### config.mk
export PLATFORM = sky130hd
export DESIGN_NAME = seg_scan_reader
export DESIGN_NICKNAME = d
export VERILOG_FILES = /design/src/rtl/seg_scan_reader.sv
export SDC_FILE = /design/constraint.sdc
export NUM_CORES = 1
export LEC_CHECK = 0
export CAP_MARGIN = 0
export CORE_AREA = 2 2 76 78
export CTS_CLUSTER_SIZE = 20
export DETAILED_ROUTE_END_ITERATION = 10
export DIE_AREA = 0 0 78 80
export PLACE_DENSITY = 0.83
export SLEW_MARGIN = 10
export SYNTH_ARGS = -nofsm -noshare
export SYNTH_HDL_FRONTEND = slang
export SYNTH_SLANG_ARGS = --single-unit
### constraint.sdc
create_clock -name clk -period 4.65 [get_ports clk]
set_clock_uncertainty 0.2 [all_clocks]
set_input_delay 0.93 -clock clk [delete_from_list [all_inputs] [get_ports clk]]
set_output_delay 0.93 -clock clk [all_outputs]
set_load 0.005 [all_outputs]
### src/rtl/seg_scan_reader.sv
// seg_scan_reader: recovers the hex value shown on each digit of a scanned,
// active-low seven-segment bus by deglitching {an_i, seg_i} and inverse-decoding
// every pattern that stays stable for STABLE_CYCLES consecutive samples.
// Ports: clk/rst_n (async active-low); an_i/seg_i scanned bus in; clr_i sync clear;
//   digit_o/blank_o/seen_o per-digit captured state; upd_o/upd_idx_o/bad_o capture
//   pulse, digit index and illegal flag; err_cnt_o illegal-capture count.
// Optional feature: define SEG_SCAN_READER_ERRCNT_EN to build the saturating
//   illegal-capture counter behind err_cnt_o (otherwise err_cnt_o is tied to 0).
module seg_scan_reader #(
  parameter int NUM_DIGITS    = 4,
  parameter int STABLE_CYCLES = 3,
  localparam int IW = (NUM_DIGITS > 1) ? $clog2(NUM_DIGITS) : 1
) (
  input  logic                    clk,
  input  logic                    rst_n,
  input  logic [NUM_DIGITS-1:0]   an_i,
  input  logic [6:0]              seg_i,
  input  logic                    clr_i,
  output logic [4*NUM_DIGITS-1:0] digit_o,
  output logic [NUM_DIGITS-1:0]   blank_o,
  output logic [NUM_DIGITS-1:0]   seen_o,
  output logic                    upd_o,
  output logic [IW-1:0]           upd_idx_o,
  output logic                    bad_o,
  output logic [7:0]              err_cnt_o
);

  localparam logic [7:0] STAB = 8'(STABLE_CYCLES);

  // Current sample, its validity, and the previous sample for run comparison.
  logic [NUM_DIGITS-1:0] s_an, p_an;
  logic [6:0]            s_seg, p_seg;
  logic                  s_vld;
  logic [7:0]            run_cnt;

  logic                  in_vld;
  logic                  cont;
  logic [7:0]            run_nxt;
  logic                  capture;
  logic [IW-1:0]         idx;
  logic [3:0]            dec_val;
  logic                  dec_hex;
  logic                  dec_blank;

  logic [4*NUM_DIGITS-1:0] digit_q;
  logic [NUM_DIGITS-1:0]   blank_q;
  logic [NUM_DIGITS-1:0]   seen_q;
  logic                    upd_q;
  logic                    bad_q;
  logic [IW-1:0]           upd_idx_q;

  // Exactly one lit (low) anode makes a sample usable.
  always_comb begin
    in_vld = ($countones(~an_i) == 1);
  end

  // Run tracking. A non-zero counter implies the previous sample was valid, so
  // "continuing run" only needs the counter and an equality test.
  always_comb begin
    cont    = s_vld && (run_cnt != 8'd0) && (s_an == p_an) && (s_seg == p_seg);
    run_nxt = 8'd0;
    if (s_vld) begin
      if (cont) begin
        run_nxt = (run_cnt == STAB) ? run_cnt : run_cnt + 8'd1;
      end else begin
        run_nxt = 8'd1;
      end
    end
    // Capture only on the first arrival at STAB; a saturated run stays silent.
    capture = (run_nxt == STAB) && !(cont && (run_cnt == STAB)) && !clr_i;
  end

  // Position of the lit anode in the current sample.
  always_comb begin
    idx = '0;
    for (int i = 0; i < NUM_DIGITS; i++) begin
      if (!s_an[i]) idx = IW'(i);
    end
  end

  // Inverse decode of the active-low segment pattern.
  always_comb begin
    dec_val   = 4'h0;
    dec_hex   = 1'b1;
    dec_blank = 1'b0;
    case (s_seg)
      7'h40: dec_val = 4'h0;
      7'h79: dec_val = 4'h1;
      7'h24: dec_val = 4'h2;
      7'h30: dec_val = 4'h3;
      7'h19: dec_val = 4'h4;
      7'h12: dec_val = 4'h5;
      7'h02: dec_val = 4'h6;
      7'h78: dec_val = 4'h7;
      7'h00: dec_val = 4'h8;
      7'h18: dec_val = 4'h9;
      7'h08: dec_val = 4'hA;
      7'h03: dec_val = 4'hB;
      7'h46: dec_val = 4'hC;
      7'h21: dec_val = 4'hD;
      7'h06: dec_val = 4'hE;
      7'h0E: dec_val = 4'hF;
      7'h7F: begin
        dec_hex   = 1'b0;
        dec_blank = 1'b1;
      end
      default: dec_hex = 1'b0;
    endcase
  end

  // Sample pipeline; the validity flag keeps the all-zero reset sample invalid
  // even when NUM_DIGITS is 1.
  always_ff @(posedge clk or negedge rst_n) begin
    if (!rst_n) begin
      s_an    <= '0;
      s_seg   <= '0;
      s_vld   <= 1'b0;
      p_an    <= '0;
      p_seg   <= '0;
      run_cnt <= 8'd0;
    end else begin
      s_an    <= an_i;
      s_seg   <= seg_i;
      s_vld   <= in_vld;
      p_an    <= s_an;
      p_seg   <= s_seg;
      run_cnt <= clr_i ? 8'd0 : run_nxt;
    end
  end

  // Captured per-digit state and capture pulses.
  always_ff @(posedge clk or negedge rst_n) begin
    if (!rst_n) begin
      digit_q   <= '0;
      blank_q   <= '0;
      seen_q    <= '0;
      upd_q     <= 1'b0;
      bad_q     <= 1'b0;
      upd_idx_q <= '0;
    end else begin
      upd_q <= capture;
      bad_q <= capture && !dec_hex && !dec_blank;
      if (capture) upd_idx_q <= idx;
      if (clr_i) begin
        digit_q <= '0;
        blank_q <= '0;
        seen_q  <= '0;
      end else if (capture) begin
        if (dec_hex) begin
          digit_q[4*int'(idx) +: 4] <= dec_val;
          blank_q[idx]              <= 1'b0;
          seen_q[idx]               <= 1'b1;
        end else if (dec_blank) begin
          blank_q[idx] <= 1'b1;
          seen_q[idx]  <= 1'b1;
        end
      end
    end
  end

`ifdef SEG_SCAN_READER_ERRCNT_EN
  logic [7:0] err_cnt;

  // Counts at the capture edge, so it moves together with the data outputs.
  always_ff @(posedge clk or negedge rst_n) begin
    if (!rst_n) begin
      err_cnt <= 8'd0;
    end else if (clr_i) begin
      err_cnt <= 8'd0;
    end else if (capture && !dec_hex && !dec_blank && (err_cnt != 8'hFF)) begin
      err_cnt <= err_cnt + 8'd1;
    end
  end

  assign err_cnt_o = err_cnt;
`else
  assign err_cnt_o = 8'h00;
`endif

  assign digit_o   = digit_q;
  assign blank_o   = blank_q;
  assign seen_o    = seen_q;
  assign upd_o     = upd_q;
  assign bad_o     = bad_q;
  assign upd_idx_o = upd_idx_q;

endmodule

==> impl_metrics.ini <==
[place]
post-place-ws_ns = 1.76
io_buffers = 41
placed_cell_area_um2 = 3430
dpl.hpwl_mm = 3.91
gp_congestion = 0.861

[synth]
syn_area_per_cell_um2 = 11.0
synth-async-reset-ratio_pct = 100
seq_area_frac_synth_pct = 49.0
ys_warn_count = 0
syn_inst = 275
synth_edf_count = 0
synth_ff_type = dfrtp_1
ys_types = 56
synthesis.area_um2 = 3010
synth_seq_cells = 59

[clocking]
cts_tree = yes
cts_buffers = 9
cts_resized = 0
clk_latency_ns = 0.35
path_clk_slew_ns = 0.07
clock_path_buffers = 2
cts_hold_buffers = 0
htreeDepth = 3
postCtsSetupRepairBufs = 0
clock_sinks = 59
cts_root_buf = clkbuf_8

[global_routing]
grt_pass1_vias = 2085
grt_use_total_pct = 21.2
grt_antenna_before_repair = 0
grtUsageMet2_pct = 34.4
grt-ovfl-total = 0
grt_util_met3_pct = 5.54
use_met1_pct = 26.5
grt_start_max_net_pins = 60
grt_most_used_layer = met2
grt_pass1_wl_mm = 10.1

[die]
initial_core_util_pct = 55.7
die_area_um2 = 6240
die_w_um = 78
io_pins = 50
core_um2 = 5410
chipHeight_um = 80
row_count = 27

[sta]
finalSetupTns_ns = 0
finalHoldViolations = 0
setup_viol = 0
period_minus_slack_ns = 2.87
finalMaxSlewViolations = 0
post-route-period-util_pct = 61.7
relSlewSlack_pct = 52.5
whs_ns = 0.217
grt_setup_unrepaired = no
max_freq_mhz = 349
worst-slew-pin-transition_ns = 0.713
setup_slack_ns = 1.78

[run_status]
status = finished clean

[finish]
fin_nets = 332
fin_area_um2 = 3670
antenna_cells = 0
area_growth_pct = 21.8
fillCellCount = 410
layout-drive-gt1-share_pct = 12.6

[drt]
vias_per_cell = 5.45
dr.first_iter.drc_count = 181
firstDrtPassIters = 4
drc = 0
avgRoutedWirePerCell_um = 14.9
wl_mm = 5.81
drtAntennaViolNets = 0
via_count = 2127

[setup_path]
critPathTopFamily = simple AND/OR/NAND/NOR gates
cp-end-kind = register
timing.rr.start = s_seg[2]
crit_arrival_ns = 2.90
critPathSlowestCell = nor4_1
crit_path_start_kind = register
required_ns = 4.68
path_cells = xor2_1 > nor4_1 > nand4bb_2 > or3_4 > nor2_4 > mux2_2
timing.rr.end = upd_idx_o[1]
cp.depth = 6
cp_max_fo = 14
critPathMaxStageDelay_ns = 0.62
reg2reg_depth = 6
crit_type = reg -> reg
crit_buf_inv = 0
regToRegSetupSlack_ns = 1.78

[worst_hold_path]
hold_depth = 0
hold_start = s_an[0]
min_to = p_an[0]
holdCritPathClass = reg -> reg

[job]
maxCapViolCount = 0

[pwr]
p_leak_uw = 0.00152
ir_worst_vdd_mv = 0.214
power_density_nw_per_um2 = 325
worst register-to-register path, stage by stage (launching register included):
cell and delay, ns:
dfrtp_1 0.52, xor2_1 0.22, nor4_1 0.62, nand4bb_2 0.28, or3_4 0.46, nor2_4 0.12
mux2_2 0.34
power breakdown:
group	switching (uW)	internal [uW]	leakage (uW)
clock network	202	369	0.000123
logic	39.8	36.3	0.000628
registers	19.6	525	0.000772
worst max-delay path by stage:
stage,from,slack [ns],end
finish,s_seg[2],1.78,upd_idx_o[1]
global route,s_seg[2],1.63,upd_idx_o[0]
CTS,run_cnt[4],1.77,digit_o[9]
detailed placement,an_i[0],1.76,s_vld
global placement,an_i[0],1.79,s_vld
floorplan,run_cnt[4],2.04,upd_idx_o[0]
logic make-up after synthesis:
kind of cell,share of synthesized area [%]
adder cells (fa/ha/maj),2.33
multiplexers,6.40
AND/OR/NAND/NOR,21.3
flip-flops,49.0
buffers and inverters,6.06
XOR/XNOR,5.52
AO/OA/AOI/OAI,9.26
other,0.124
synthesized netlist by cell type (3+ instances only):
| cell type | n | area share, % |
|---|---|---|
| nand4_1 | 5 | 1.0 |
| o21ai_0 | 13 | 2.2 |
| nor3_1 | 7 | 1.2 |
| nor2_1 | 8 | 1.0 |
| clkbuf_1 | 12 | 1.5 |
| nor4_1 | 3 | 0.62 |
| or2_2 | 4 | 0.83 |
| a21oi_1 | 9 | 1.5 |
| dfrtp_1 | 59 | 49 |
| buf_4 | 9 | 2.2 |
| nor3b_1 | 7 | 1.7 |
| or3_1 | 4 | 0.83 |
| xor2_1 | 9 | 2.6 |
| ha_1 | 4 | 1.7 |
| xnor2_1 | 10 | 2.9 |
| inv_1 | 16 | 2.0 |
| nand3_1 | 5 | 0.83 |
| nand2_1 | 10 | 1.2 |
| mux2i_1 | 17 | 5.6 |
| o2bb2ai_1 | 4 | 1.2 |
| nand2b_1 | 16 | 3.3 |
registers in the layout (all words and copies together), names as in the netlist:
register   count
p_an           4
p_seg          7
seen_o         4
digit_o       16
bad_o          1
blank_o        4
run_cnt        8
upd_o          1
upd_idx_o      2
s_an           4
s_vld          1
s_seg          7
layout by cell type, fill, tap and decap left out, types with 2 or more instances in the layout:
master,n
bufinv_16,3
nor3_1,7
xnor2_1,10
clkdlybuf4s50_1,40
ha_1,4
o21ai_0,13
nor2_1,8
and2_1,2
nand3_1,5
nor3b_1,7
clkinv_2,2
clkbuf_8,10
o21bai_1,2
nor4bb_1,2
nor4_1,3
o2bb2ai_1,4
buf_4,2
a211o_2,2
nand3b_1,2
inv_1,16
conb_1,8
dfrtp_1,59
nor4_4,2
or3_1,4
mux2_2,2
a21o_1,2
nand2_1,10
nand2b_1,16
a21oi_1,9
mux2i_1,17
nand4_1,5
xor2_1,9
or2_2,4
layout make-up:
cell class | instances | area (um2) | share of cell area, %
Clock buffer | 11 | 141 | 3.85
Clock inverter | 5 | 100 | 2.73
Inverter | 16 | 60.1 | 1.64
Multi-Input combinational cell | 184 | 1380 | 37.6
Sequential cell | 59 | 1480 | 40.2
Tap cell | 72 | 90.1 | 2.46
Timing Repair Buffer | 43 | 420 | 11.5
stage by stage:
| step | power (uW) | util [%] | instances |
|---|---|---|---|
| floorplan | 602 | - | 282 |
| CTS | 1200 | 67.9 | 390 |
| global placement | 628 | 63.4 | 374 |
| global route | 1240 | 67.9 | 390 |
| detailed placement | 631 | 63.4 | 374 |
| finish | 1190 | 67.9 | 390 |
per-layer routing:
metal | up-vias | share of wire [%]
met5 | - | 0
met4 | 0 | 2.1
met3 | 12 | 4.0
met2 | 57 | 49
met1 | 1038 | 45
li1 | 1020 | -
Power figures use the tool's default switching activity.
